File: src/rtl/pic_seq_pkg.sv
// Shared types and constants for the PIC16C5x Q-cycle sequencer and its decoder.
package pic_seq_pkg;

  localparam int unsigned EXC_W = 5;
  localparam int unsigned ALU_W = 5;

  typedef enum logic [EXC_W-1:0] {
    EXC_NOP, EXC_CLRF, EXC_CLRW, EXC_FSZ, EXC_MOVF, EXC_MOVWF, EXC_BXF, EXC_BTFSX,
    EXC_CALL, EXC_CLRWDT, EXC_GOTO, EXC_MOVLW, EXC_OPTION, EXC_RETLW, EXC_SLEEP,
    EXC_TRIS, EXC_ALUXLW, EXC_ELSE
  } exc_e;

  typedef enum logic [1:0] {PhQ1, PhQ2, PhQ3, PhQ4} phase_e;

  localparam logic [ALU_W-1:0] ALU_IDLE  = 5'd0;
  localparam logic [ALU_W-1:0] ALU_ADDWF = 5'd1;
  localparam logic [ALU_W-1:0] ALU_SUBWF = 5'd2;
  localparam logic [ALU_W-1:0] ALU_ANDWF = 5'd3;
  localparam logic [ALU_W-1:0] ALU_IORWF = 5'd4;
  localparam logic [ALU_W-1:0] ALU_XORWF = 5'd5;
  localparam logic [ALU_W-1:0] ALU_COMF  = 5'd6;
  localparam logic [ALU_W-1:0] ALU_DECF  = 5'd7;
  localparam logic [ALU_W-1:0] ALU_INCF  = 5'd8;
  localparam logic [ALU_W-1:0] ALU_MOVF  = 5'd9;
  localparam logic [ALU_W-1:0] ALU_RRF   = 5'd10;
  localparam logic [ALU_W-1:0] ALU_RLF   = 5'd11;
  localparam logic [ALU_W-1:0] ALU_SWAPF = 5'd12;
  localparam logic [ALU_W-1:0] ALU_BCF   = 5'd13;
  localparam logic [ALU_W-1:0] ALU_BSF   = 5'd14;
  localparam logic [ALU_W-1:0] ALU_BTFS  = 5'd15;
  localparam logic [ALU_W-1:0] ALU_PASSK = 5'd16;
  localparam logic [ALU_W-1:0] ALU_IORLW = 5'd17;
  localparam logic [ALU_W-1:0] ALU_ANDLW = 5'd18;
  localparam logic [ALU_W-1:0] ALU_XORLW = 5'd19;
  localparam logic [ALU_W-1:0] ALU_CLR   = 5'd20;
  localparam logic [ALU_W-1:0] ALU_PASSW = 5'd21;

  localparam logic [1:0] STK_NOP  = 2'd0;
  localparam logic [1:0] STK_PUSH = 2'd1;
  localparam logic [1:0] STK_POP  = 2'd2;

  // Baseline 12-bit opcode patterns; '?' bits are operand fields matched by casez.
  localparam logic [11:0] OP_NOP    = 12'b0000_0000_0000;
  localparam logic [11:0] OP_OPTION = 12'b0000_0000_0010;
  localparam logic [11:0] OP_SLEEP  = 12'b0000_0000_0011;
  localparam logic [11:0] OP_CLRWDT = 12'b0000_0000_0100;
  localparam logic [11:0] OP_TRIS5  = 12'b0000_0000_0101;
  localparam logic [11:0] OP_TRIS6  = 12'b0000_0000_0110;
  localparam logic [11:0] OP_TRIS7  = 12'b0000_0000_0111;
  localparam logic [11:0] OP_MOVWF  = 12'b0000_001?_????;
  localparam logic [11:0] OP_CLRW   = 12'b0000_0100_0000;
  localparam logic [11:0] OP_CLRF   = 12'b0000_011?_????;
  localparam logic [11:0] OP_SUBWF  = 12'b0000_10??_????;
  localparam logic [11:0] OP_DECF   = 12'b0000_11??_????;
  localparam logic [11:0] OP_IORWF  = 12'b0001_00??_????;
  localparam logic [11:0] OP_ANDWF  = 12'b0001_01??_????;
  localparam logic [11:0] OP_XORWF  = 12'b0001_10??_????;
  localparam logic [11:0] OP_ADDWF  = 12'b0001_11??_????;
  localparam logic [11:0] OP_MOVF   = 12'b0010_00??_????;
  localparam logic [11:0] OP_COMF   = 12'b0010_01??_????;
  localparam logic [11:0] OP_INCF   = 12'b0010_10??_????;
  localparam logic [11:0] OP_DECFSZ = 12'b0010_11??_????;
  localparam logic [11:0] OP_RRF    = 12'b0011_00??_????;
  localparam logic [11:0] OP_RLF    = 12'b0011_01??_????;
  localparam logic [11:0] OP_SWAPF  = 12'b0011_10??_????;
  localparam logic [11:0] OP_INCFSZ = 12'b0011_11??_????;
  localparam logic [11:0] OP_BCF    = 12'b0100_????_????;
  localparam logic [11:0] OP_BSF    = 12'b0101_????_????;
  localparam logic [11:0] OP_BTFSX  = 12'b011?_????_????;
  localparam logic [11:0] OP_RETLW  = 12'b1000_????_????;
  localparam logic [11:0] OP_CALL   = 12'b1001_????_????;
  localparam logic [11:0] OP_GOTO   = 12'b101?_????_????;
  localparam logic [11:0] OP_MOVLW  = 12'b1100_????_????;
  localparam logic [11:0] OP_IORLW  = 12'b1101_????_????;
  localparam logic [11:0] OP_ANDLW  = 12'b1110_????_????;
  localparam logic [11:0] OP_XORLW  = 12'b1111_????_????;

  function automatic logic exc_is_branch(input exc_e c);
    return (c == EXC_CALL) || (c == EXC_GOTO) || (c == EXC_RETLW);
  endfunction

  function automatic logic exc_is_skip(input exc_e c);
    return (c == EXC_FSZ) || (c == EXC_BTFSX);
  endfunction

endpackage

File: src/rtl/pic_inst_decode.sv
// Combinational instruction decode: ALU function, execute class and flush-relevant flags.
module pic_inst_decode
  import pic_seq_pkg::*;
#(
  parameter int unsigned INST_WIDTH     = 12,
  parameter int unsigned ALU_FUNC_WIDTH = 5
) (
  input  logic [INST_WIDTH-1:0]     inst_in,
  output logic [ALU_FUNC_WIDTH-1:0] alu_func,
  output exc_e                      ex_class,
  output logic                      is_branch,
  output logic                      is_skip
);

  logic [ALU_W-1:0] alu_code;

  if (INST_WIDTH == 12) begin : g_base
    always_comb begin
      alu_code = ALU_IDLE;
      ex_class = EXC_NOP;
      casez (inst_in)
        OP_NOP:    ;
        OP_OPTION: begin alu_code = ALU_PASSW; ex_class = EXC_OPTION; end
        OP_SLEEP:  ex_class = EXC_SLEEP;
        OP_CLRWDT: ex_class = EXC_CLRWDT;
        OP_TRIS5, OP_TRIS6, OP_TRIS7: begin alu_code = ALU_PASSW; ex_class = EXC_TRIS; end
        OP_MOVWF:  begin alu_code = ALU_PASSW; ex_class = EXC_MOVWF;  end
        OP_CLRW:   begin alu_code = ALU_CLR;   ex_class = EXC_CLRW;   end
        OP_CLRF:   begin alu_code = ALU_CLR;   ex_class = EXC_CLRF;   end
        OP_SUBWF:  begin alu_code = ALU_SUBWF; ex_class = EXC_ELSE;   end
        OP_DECF:   begin alu_code = ALU_DECF;  ex_class = EXC_ELSE;   end
        OP_IORWF:  begin alu_code = ALU_IORWF; ex_class = EXC_ELSE;   end
        OP_ANDWF:  begin alu_code = ALU_ANDWF; ex_class = EXC_ELSE;   end
        OP_XORWF:  begin alu_code = ALU_XORWF; ex_class = EXC_ELSE;   end
        OP_ADDWF:  begin alu_code = ALU_ADDWF; ex_class = EXC_ELSE;   end
        OP_MOVF:   begin alu_code = ALU_MOVF;  ex_class = EXC_MOVF;   end
        OP_COMF:   begin alu_code = ALU_COMF;  ex_class = EXC_ELSE;   end
        OP_INCF:   begin alu_code = ALU_INCF;  ex_class = EXC_ELSE;   end
        OP_DECFSZ: begin alu_code = ALU_DECF;  ex_class = EXC_FSZ;    end
        OP_RRF:    begin alu_code = ALU_RRF;   ex_class = EXC_ELSE;   end
        OP_RLF:    begin alu_code = ALU_RLF;   ex_class = EXC_ELSE;   end
        OP_SWAPF:  begin alu_code = ALU_SWAPF; ex_class = EXC_ELSE;   end
        OP_INCFSZ: begin alu_code = ALU_INCF;  ex_class = EXC_FSZ;    end
        OP_BCF:    begin alu_code = ALU_BCF;   ex_class = EXC_BXF;    end
        OP_BSF:    begin alu_code = ALU_BSF;   ex_class = EXC_BXF;    end
        OP_BTFSX:  begin alu_code = ALU_BTFS;  ex_class = EXC_BTFSX;  end
        OP_RETLW:  begin alu_code = ALU_PASSK; ex_class = EXC_RETLW;  end
        OP_CALL:   ex_class = EXC_CALL;
        OP_GOTO:   ex_class = EXC_GOTO;
        OP_MOVLW:  begin alu_code = ALU_PASSK; ex_class = EXC_MOVLW;  end
        OP_IORLW:  begin alu_code = ALU_IORLW; ex_class = EXC_ALUXLW; end
        OP_ANDLW:  begin alu_code = ALU_ANDLW; ex_class = EXC_ALUXLW; end
        OP_XORLW:  begin alu_code = ALU_XORLW; ex_class = EXC_ALUXLW; end
        default:   ;
      endcase
    end
  end else begin : g_reserved
    // 14-bit opcode map is reserved: everything decodes as a NOP.
    assign alu_code = ALU_IDLE;
    assign ex_class = EXC_NOP;
  end

  assign alu_func  = ALU_FUNC_WIDTH'(alu_code);
  assign is_branch = exc_is_branch(ex_class);
  assign is_skip   = exc_is_skip(ex_class);

endmodule

File: src/rtl/pic_exec_sequencer.sv
// Q1..Q4 instruction-cycle sequencer: phase, fetch strobe, flush/sleep control and stack pointer.
module pic_exec_sequencer
  import pic_seq_pkg::*;
#(
  parameter int unsigned INST_WIDTH     = 12,
  parameter int unsigned ALU_FUNC_WIDTH = 5,
  parameter int unsigned STACK_DEPTH    = 2
) (
  input  logic                           clk,
  input  logic                           rst,
  input  logic [INST_WIDTH-1:0]          inst_in,
  input  logic                           skip_cond,
  input  logic                           wake,
  input  logic                           stall,
  output logic [1:0]                     q_phase,
  output logic                           fetch_en,
  output exc_e                           ex_class,
  output logic [ALU_FUNC_WIDTH-1:0]      alu_func,
  output logic [1:0]                     stk_cmd,
  output logic [$clog2(STACK_DEPTH)-1:0] stk_ptr,
  output logic                           stk_ovf,
  output logic                           flush,
  output logic                           sleeping
);

  localparam int unsigned PtrW = $clog2(STACK_DEPTH);
  localparam logic [PtrW-1:0] PtrFull = PtrW'(STACK_DEPTH - 1);

  phase_e                    phase_q, phase_d;
  logic                      flush_q, flush_d;
  logic                      sleeping_q, sleeping_d;
  logic [ALU_FUNC_WIDTH-1:0] alu_func_q, alu_func_d;
  exc_e                      ex_class_q, ex_class_d;
  logic [PtrW-1:0]           stk_ptr_q, stk_ptr_d;
  logic                      stk_ovf_q, stk_ovf_d;
  logic                      advance;

  logic [ALU_FUNC_WIDTH-1:0] dec_alu;
  exc_e                      dec_class;
  logic                      dec_branch, dec_skip;

  pic_inst_decode #(
    .INST_WIDTH     (INST_WIDTH),
    .ALU_FUNC_WIDTH (ALU_FUNC_WIDTH)
  ) u_decode (
    .inst_in   (inst_in),
    .alu_func  (dec_alu),
    .ex_class  (dec_class),
    .is_branch (dec_branch),
    .is_skip   (dec_skip)
  );

  assign advance = ~stall & ~sleeping_q;

  // Stack command is a pure function of the latched Q4 class so it holds across a stall.
  always_comb begin
    stk_cmd = STK_NOP;
    if ((phase_q == PhQ4) && !flush_q) begin
      if (ex_class_q == EXC_CALL) begin
        stk_cmd = STK_PUSH;
      end else if (ex_class_q == EXC_RETLW) begin
        stk_cmd = STK_POP;
      end
    end
  end

  always_comb begin
    phase_d    = phase_q;
    flush_d    = flush_q;
    sleeping_d = sleeping_q;
    alu_func_d = alu_func_q;
    ex_class_d = ex_class_q;
    stk_ptr_d  = stk_ptr_q;
    stk_ovf_d  = stk_ovf_q;

    if (sleeping_q && wake) begin
      sleeping_d = 1'b0;
    end

    if (advance) begin
      unique case (phase_q)
        PhQ1: phase_d = PhQ2;
        PhQ2: begin
          phase_d    = PhQ3;
          alu_func_d = flush_q ? ALU_FUNC_WIDTH'(ALU_IDLE) : dec_alu;
        end
        PhQ3: begin
          phase_d    = PhQ4;
          ex_class_d = flush_q ? EXC_NOP : dec_class;
        end
        PhQ4: begin
          phase_d = PhQ1;
          flush_d = ~flush_q & (dec_branch | (dec_skip & skip_cond));
          if (stk_cmd == STK_PUSH) begin
            stk_ptr_d = stk_ptr_q + PtrW'(1);
            if (stk_ptr_q == PtrFull) stk_ovf_d = 1'b1;
          end else if (stk_cmd == STK_POP) begin
            stk_ptr_d = stk_ptr_q - PtrW'(1);
            if (stk_ptr_q == '0) stk_ovf_d = 1'b1;
          end
          if (!flush_q && (ex_class_q == EXC_SLEEP)) sleeping_d = 1'b1;
        end
        default: ;
      endcase
    end
  end

  always_ff @(posedge clk) begin
    if (rst) begin
      phase_q    <= PhQ3;
      flush_q    <= 1'b1;
      sleeping_q <= 1'b0;
      alu_func_q <= ALU_FUNC_WIDTH'(ALU_IDLE);
      ex_class_q <= EXC_NOP;
      stk_ptr_q  <= '0;
      stk_ovf_q  <= 1'b0;
    end else begin
      phase_q    <= phase_d;
      flush_q    <= flush_d;
      sleeping_q <= sleeping_d;
      alu_func_q <= alu_func_d;
      ex_class_q <= ex_class_d;
      stk_ptr_q  <= stk_ptr_d;
      stk_ovf_q  <= stk_ovf_d;
    end
  end

  assign q_phase  = phase_q;
  assign fetch_en = (phase_q == PhQ3) & ~stall & ~sleeping_q;
  assign ex_class = ex_class_q;
  assign alu_func = alu_func_q;
  assign stk_ptr  = stk_ptr_q;
  assign stk_ovf  = stk_ovf_q;
  assign flush    = flush_q;
  assign sleeping = sleeping_q;

endmodule

File: config.mk
export PLATFORM = sky130hd
export DESIGN_NAME = pic_exec_sequencer
export DESIGN_NICKNAME = d
export VERILOG_FILES = /design/src/rtl/pic_seq_pkg.sv /design/src/rtl/pic_inst_decode.sv /design/src/rtl/pic_exec_sequencer.sv
export SDC_FILE = /design/constraint.sdc
export NUM_CORES = 1
export LEC_CHECK = 0
export CORE_UTILIZATION = 47
export DETAILED_ROUTE_END_ITERATION = 8
export HOLD_SLACK_MARGIN = 0.1
export PLACE_DENSITY = 0.79
export REMOVE_ABC_BUFFERS = 1
export SYNTH_ARGS = -nofsm -noshare
export SYNTH_HDL_FRONTEND = slang
export SYNTH_SLANG_ARGS = --single-unit
File: constraint.sdc
create_clock -name clk -period 1.9 [get_ports clk]
set_input_delay 0.38 -clock clk [delete_from_list [all_inputs] [get_ports clk]]
set_output_delay 0.38 -clock clk [all_outputs]
set_load 0.02 [all_outputs]
# Word-level counts from Yosys, hierarchy flattened
# Index checks and enable logic that the tools add are counted.
# op_classes
bitwise	9
n_eq_ne	48
n_lt_le_gt_ge	0
addsub	2
mul	0
div	0
n_reduce_logical	24
n_mux	18
shift	0
# ops
op	n
case mux 5 bit (21 select lines)	1
case mux 5 bit (17 select lines)	1
equality test 12 x 3 -> 1 bit, second input constant	4
equality test 6 x 4 -> 1 bit, second input constant	8
equality test 5 x 4 -> 1 bit, second input constant	6
equality test 12 x 2 -> 1 bit, second input constant	2
equality test 4 bit, second input constant	6
equality test 6 x 3 -> 1 bit, second input constant	4
equality test 12 x 7 -> 1 bit, second input constant	1
equality test 6 x 2 -> 1 bit, second input constant	2
OR reduction 2 bit	6
OR reduction 11 bit	1
two-way mux 1 bit	10
two-way mux 5 bit	2
equality test 4 x 3 -> 1 bit, second input constant	2
case mux 2 bit (4 select lines)	1
equality test 7 x 1 -> 1 bit, second input constant	1
equality test 7 x 2 -> 1 bit, second input constant	1
equality test 2 bit, second input constant	3
two-way mux 2 bit	3
AND reduction 2 bit	3
OR reduction 3 bit	2
bitwise AND 1 bit	5
equality test 5 x 2 -> 1 bit, second input constant	1
other kinds (18)	25
# totals
input_bits	17
rom_bits	0
mem_bits_rw	0
latchBits	0
wordCells	108
ff_bits	16
mem_count	0
out_inout_bits	19

# Depth between registers and ports, before layout
# Gate-level depths: netlist of run 1.
# depth
depth_word	8
depth_mapped	7
mapped_depth_nobuf	6

# Cells and area by module
# From an unflattened synthesis of run 1, not the netlist that was laid out.
# unflattened
cells_unflattened	166
area_unflattened_um2	1234.9
# by_module_without_submodules
mod	cells_per_inst	instances	seq_area_each_um2	area_per_inst_um2
pic_exec_sequencer	90	1	320.3	774.5
pic_inst_decode	76	1	0.0	460.4

# Worst setup path after synthesis of run 1
# Ideal clock, no wire load.
# synth_timing
kind	reg-to-output
start	reg phase_q[0] (netlist: q_phase[0])
end	out stk_cmd[0]
required_ps	1520
n_path_buf	0
stages_incl_launch_ff	5
path_slack_ps	-135
arrival_ps	1655
path_cell_list	dfxtp_1 > ha_1 > nand2_1 > or4_4 > nor3_1
# synth_between
elab_chain_len	3
# synth_rtl
element	line	text
start: declaration	pic_exec_sequencer.sv:29	phase_e phase_q, phase_d;
start signal: assignment	pic_exec_sequencer.sv:110	phase_q <= PhQ3;
start signal: assignment	pic_exec_sequencer.sv:118	phase_q <= phase_d;
equality test 2 bit	pic_exec_sequencer.sv:58	if ((phase_q == PhQ4) && !flush_q) begin
logical AND 1 bit	pic_exec_sequencer.sv:58	
two-way mux 2 bit	pic_exec_sequencer.sv:58	
end: declaration	pic_exec_sequencer.sv:19	output logic [1:0] stk_cmd,
# Every way passes these cells.

# Final worst setup path of run 1
# Ends and elaborated chain as after synthesis.

==> out/qor.txt, run 1 <==
Status = finished, violations left
Failing checks = negative setup slack
Initial antenna violation count = 0
Maximum number of pins on one net before global-route repair = 12
Count of mapped cells out of synthesis = 169
Global route hottest layer = met2
Aggregate global-route resource usage = 0.289
Count of unique library cells instantiated by Yosys = 50
Average routed wire per standard cell = 15.4 um
Maximum fanout along the worst path = 3
WHS = 486 ps
Average cell area after synthesis = 7.42 um2
Aggregate global routing overflow = 0
Diode count = 0
TritonCTS Buffers = 3
Origin of the worst min-delay path = alu_func[2]
Post-route minimum period = 2020 ps
Category of the most critical setup path = register to output port
Launching element type of the critical path = register
I/O Pins = 36
Hold worst-path end = alu_func[2]
Actual slew at the worst max-slew pin = 451 ps
Antenna viol nets, final = 0
Top FF cell, synth = dfxtp_1
Clk Latency, worst-skew pair = 290 ps
Routing usage on met2 = 0.548
Wire length of the first global-routing pass = 6.11 mm
Deepest level of the CTS H-tree = 1
Routed wire length = 4.18 mm
Element type at the critical path end = output port
Share of synthesized area occupied by flip-flops and latches = 0.255
Drt first pass iters = 4
CTS root buffer = clkbuf_4
RSZ-0062 raised after global routing = true
LEAKAGE = 0.823 nW
Peak supply drop = 0.000335 V
Worst reg2reg path depth = 7
Signed area change from the synthesized netlist to the final layout = 60.4%
Final total power = 0.934 mW
Met1 global-route usage = 0.336
Syn Std Cell Area = 1250 um2
Chip width = 53.6 um
Post-synthesis register bit count = 16
Ratio of final minimum period to clock period = 1.06
Die Ht = 53.6 um
Yosys Warn Count = 0
Dpl cell area = 1880 um2
Deepest clock path buffer count = 2
Post-route cell area = 2010 um2
Required time worst endpoint = 1520 ps
Proportion of layout cells with a drive suffix above 1 = 0.286
Critical path arrival = 1640 ps
Number of hold violations in the final report = 0
Hold Buf Count CTS = 0
Starting DRT DRC Count = 26
Number of buffers inserted by port buffering = 35
Hold depth = 2
Area of the die = 2880 um2
Ratio of routed vias to standard cells = 5.69
Synth async-reset ratio = 0
Reg-to-reg endpoint = stk_ptr
Met3 Track Usage GR = 0.0339
Weighted congestion reported at the end of routability-driven placement = 0.944
# clock sinks = 16
Placeable core region = 2500 um2
Worst reg2reg path startpoint = q_phase[0]
Number of nets in the layout = 263
Maximum clock frequency = 0.495 GHz
Total half-perimeter wirelength after legalization and detailed placement = 3.08 mm
Vias after detailed routing = 1541
Slew HR = 0.698
R2r setup slk = 140 ps
Number of enable-type register cells in the synthesized netlist = 0
Max Transition Viols Final = 0
Power Dens Cells = 465 nW/um2
Initial core utilization = 0.502
Minimum setup slack in the final design = -119 ps
Clock tree skew after final layout = 13.1 ps
Final number of setup-violating endpoints = 2
Count of unresolved DRC violations after routing = 0
Hold crit path type = register to register
CTS tree = yes
Core Rows = 18
Clock slew at reported path FFs = 110 ps
Max-capacitance violation count = 0
Number of global-route vias before repair = 1416
[placed cells by master (no fill, tap or decap), types with 3 or more instances in the layout]
cell type,netlist,routed
a211o_1,3,3
a21oi_1,15,14
a22o_1,3,3
a22oi_1,3,3
a31oi_1,3,3
buf_4,1,44
clkbuf_4,0,3
clkdlybuf4s50_1,0,27
dfxtp_1,16,14
dlymetal6s2s_1,0,5
ha_1,4,3
inv_1,4,4
nand2_1,16,15
nand2b_1,4,4
nor2_1,26,26
nor2b_1,6,5
nor3_1,9,7
o21ai_0,8,8
[cell usage after synthesis, types with 3 or more instances]
master,count,share of area
a211o_1,3,0.021
a22o_1,3,0.021
inv_1,4,0.012
a21oi_1,15,0.060
ha_1,4,0.040
a31oi_1,3,0.015
nor2_1,26,0.078
o21ai_0,8,0.032
a22oi_1,3,0.018
nand2_1,16,0.048
dfxtp_1,16,0.26
nand2b_1,4,0.020
buf_6,3,0.027
buf_2,4,0.016
nor2b_1,6,0.030
nor3_1,9,0.036
[layer usage]
metal  wire [um]  part of all wire  vias up
met5           0                 0        -
met4         118             0.028        0
met3          96             0.023       12
met2        2160              0.52       45
met1        1800              0.43      723
li1            -                 -      761
[flip-flops by register name, summed over array words and instances, names as in the netlist]
name / count
sleeping: 1
stk_ovf: 1
ex_class: 5
stk_ptr: 1
flush: 1
q_phase: 2
alu_func: 5
[timing repair]
item	in CTS	in global routing
setup endpoints to repair	5	13
setup buffers	0	2
gates resized for setup	17	19
pin swaps	0	2
[cells by family (layout without fill, tap and decap cells)]
group,count (synthesis),count (layout),share of synthesized area
compound gates,54,54,0.299
xor+xnor,1,1,0.00699
fa+ha+maj,5,5,0.0479
buf+inv,14,86,0.0669
flops,16,16,0.255
mux,2,2,0.0170
simple gates,77,77,0.306
[final cells by class]
cell class | instances | area (um2)
Multi-Input combinational cell | 139 | 920
Tap cell | 30 | 37.5
Sequential cell | 16 | 323
Inverter | 4 | 15.0
Fill cell | 163 | 489
Timing Repair Buffer | 78 | 679
Clock buffer | 4 | 36.3
[worst max-delay path by stage]
stage / to / start / depth (start not counted) / slack (ps)
floorplan: stk_cmd[0] / q_phase[0] / 4 / -140
global placement: flush / inst_in[9] / 6 / -260
detailed placement: alu_func[3] / inst_in[6] / 6 / -320
CTS: stk_cmd[0] / q_phase[0] / 5 / -100
global route: stk_cmd[0] / q_phase[0] / 5 / -160
finish: stk_cmd[0] / q_phase[0] / 5 / -120
[through the flow]
step                      utilization  setup TNS, ps  instances  setup slack (ps)
after CTS                       0.772           -170        269              -105
after global placement          0.752          -2490        265              -262
after global routing            0.804           -349        271              -159
after detailed placement        0.752          -3410        265              -320
after floorplan                     -           -135        159              -135
final                           0.804           -204        271              -119
[power breakdown]
part	internal (mW)	leakage, nW	total (mW)	switching, mW
clock network	0.117	0.0210	0.228	0.111
logic	0.172	0.672	0.344	0.172
registers	0.349	0.130	0.362	0.0138
total	0.637	0.823	0.934	0.297
[critical path: stages, from the launching register on]
cell and delay [ps]:
dfxtp_2 380, ha_4 150, nand2_2 60, or4_4 460, nor3_4 150, buf_6 140
Note: power is estimated with default switching activity, not from simulation.
==> run 2, diff against run 1 <==
MAX_ROUTING_LAYER = met4   (was unset)
==> run 2 against run 1 <==
The run still ends with negative setup slack left. Sequential share of layout area is essentially flat. Non-clock buffer count is 1 higher. Register-to-register slack improved by 30 ps. Wire length fell by 4.5%. Cell count up 0.37%. Fmax grew 2.7%. Via count up 2.5%. Flip-flop and latch count did not move. Die area unchanged.
==> out/qor.txt, run 2 (synthesized netlist as in run 1, its figures left out) <==
Antenna viol nets, final = 0 (unchanged)
Placeable core region = 2500 um2 (unchanged)
Hold depth = 2 (unchanged)
Proportion of layout cells with a drive suffix above 1 = 0.293 (+0.00708)
Count of unresolved DRC violations after routing = 0 (unchanged)
Required time worst endpoint = 1520 ps (about the same)
LEAKAGE = 0.803 nW (-2.4%)
Cells traversed along the worst timing path = ha_4 > nand2_2 > or4_4 > nor3_2 > buf_4
Non-Filler Instances = 272 (+0.37%)
Ratio of final minimum period to clock period = 1.03 (-0.0281)
Power dissipated by switching net loads = 0.297 mW (-0.19%)
Post-route minimum period = 1970 ps (-53.3 ps)
Worst reg2reg path depth = 7 (unchanged)
Actual slew at the worst max-slew pin = 456 ps (+5.73 ps)
Post-layout util = 0.802 (-0.00200)
Weighted congestion reported at the end of routability-driven placement = 0.980 (+3.8%)
Status = finished, violations left
Origin of the worst min-delay path = alu_func[2]
Diode count = 0 (unchanged)
Slew HR = 0.691 (-0.00682)
Filler cell count in the final layout = 179 (+9.8%)
Maximum fanout along the worst path = 3 (unchanged)
Signed area change from the synthesized netlist to the final layout = 60.0%
Routed wire length = 3.99 mm (-4.5%)
Max incr delay on CP = 460 ps (about the same)
Max Transition Viols Final = 0 (unchanged)
Category of the most critical setup path = register to output port
Clock tree skew after final layout = 7.97 ps (-5.08 ps)
Max-capacitance violation count = 0 (unchanged)
Switching fraction of total power = 0.317 (-0.00111)
Slowest-stage cell, CP = or4_4
Final number of setup-violating endpoints = 2 (unchanged)
CTS tree = yes
Worst reg2reg path startpoint = q_phase[0]
Failing checks = negative setup slack
Portion of total power attributed to sequential cells = 0.386 (-0.002)
Vias after detailed routing = 1579 (+2.5%)
RSZ-0062 raised after global routing = true
Critical path arrival = 1590 ps (-50 ps)
Clk Latency, worst-skew pair = 290 ps (about the same)
Number of placed cells counting well taps = 267 (+0.75%)
Deepest level of the CTS H-tree = 1 (unchanged)
TritonCTS Buffers = 3 (unchanged)
Minimum setup slack in the final design = -65.6 ps (+53.3 ps)
Aggregate global-route resource usage = 0.298 (+0.00840)
Number of hold violations in the final report = 0 (unchanged)
Pint = 0.639 mW (+0.33%)
Element type at the critical path end = output port
Maximum number of pins on one net before global-route repair = 11 (-1)
Die Ht = 53.6 um (unchanged)
Initial antenna violation count = 0 (unchanged)
# clock sinks = 16 (unchanged)
Launching element type of the critical path = register
Most used cells in the layout excluding fill and tap cells = buf_4 (44), clkdlybuf4s50_1 (28), nor2_1 (25), nand2_1 (15), a21oi_1 (15)
CTS root buffer = clkbuf_4
Dpl cell area = 1910 um2 (+1.5%)
Hold Buf Count CTS = 0 (unchanged)
Maximum clock frequency = 0.509 GHz (+2.7%)
Drt first pass iters = 4 (unchanged)
Wire length of the first global-routing pass = 6.06 mm (-0.79%)
Chip width = 53.6 um (unchanged)
Fraction of power consumed by the clock network = 0.245 (about the same)
Number of nets in the layout = 264 (+0.38%)
Logic gate share of total power = 0.369 (about the same)
Number of global-route vias before repair = 1445 (+2.0%)
Deepest clock path buffer count = 2 (unchanged)
Total half-perimeter wirelength after legalization and detailed placement = 3.07 mm (-0.43%)
Post-route cell area = 2010 um2 (-0.25%)
Commonest non-fill, non-tap cell in the layout = buf_4
Pre-CTS worst setup slack = -325 ps (-5.85 ps)
Peak supply drop = 0.000333 V (-0.71%)
Power Dens Cells = 467 nW/um2 (+0.41%)
Launch point of the worst path = q_phase[0]
Hold crit path type = register to register
Area of the die = 2880 um2 (unchanged)
Initial core utilization = 0.502 (unchanged)
Ratio of routed vias to standard cells = 5.81 (+2.1%)
I/O Pins = 36 (unchanged)
Starting DRT DRC Count = 58 (+120%)
Core Rows = 18 (unchanged)
Average routed wire per standard cell = 14.7 um (-4.9%)
Number of buffers inserted by port buffering = 35 (unchanged)
Clock slew at reported path FFs = 100 ps (about the same)
R2r setup slk = 170 ps (+30 ps)
Aggregate global routing overflow = 0 (unchanged)
==> run 2: area by class of cell <==
cell class | instances | area, um2 | share of cell area
clock buffers | 4 | 36.3 | 0.0181
repair buffers | 79 | 686 | 0.342
multi-input cells | 139 | 908 | 0.453
flip-flops and latches | 16 | 323 | 0.161
well taps | 30 | 37.5 | 0.0187
inverters | 4 | 15.0 | 0.00749
==> run 2: worst paths after layout <==
path	endpoint
worst max-delay path	stk_cmd[0]
worst min-delay path	alu_func[2]
worst max register to register	stk_ptr
worst min register to register	alu_func[2]
==> run 2: stage by stage <==
step / TNS (ps) / hold WS (ps) / total power, mW
6_report: -85.2 / 464 / 0.936
5_1_grt: -280 / 485 / 0.983
4_1_cts: -136 / 469 / 0.925
3_5_place_dp: -3190 / 454 / 0.700
3_3_place_gp: -2700 / 446 / 0.689
2_1_floorplan: -135 / 449 / 0.492
==> run 2: per-layer routing <==
layer	vias up	GRT usage	wire length [um]	part of all wire
li1	766	-	-	-
met1	744	0.331	1690	0.42
met2	61	0.550	2070	0.52
met3	8	0.0424	154	0.039
met4	0	0.0789	74	0.019
met5	-	-	0	0
==> run 2: what timing repair did <==
| action | 4_1_cts | 5_1_grt |
|---|---|---|
| pin swaps | 0 | 2 |
| setup buffers | 0 | 1 |
| gates resized for setup | 21 | 13 |
| setup endpoints to repair | 4 | 9 |
==> run 2: critical path, delay by kind of cell (launching register included) <==
kind / cells / cell delay [ps]
and+or+nand+nor: 3 / 630
DFF: 1 / 370
adders and majority gates: 1 / 140
buffers and inverters: 1 / 160
==> run 2: power by group through the flow <==
stage	clock, mW	sequential, mW	combinational (mW)
2_1_floorplan	0	0.387	0.105
3_3_place_gp	0	0.364	0.324
3_5_place_dp	0	0.366	0.334
4_1_cts	0.232	0.359	0.334
5_1_grt	0.246	0.362	0.375
6_report	0.230	0.361	0.345
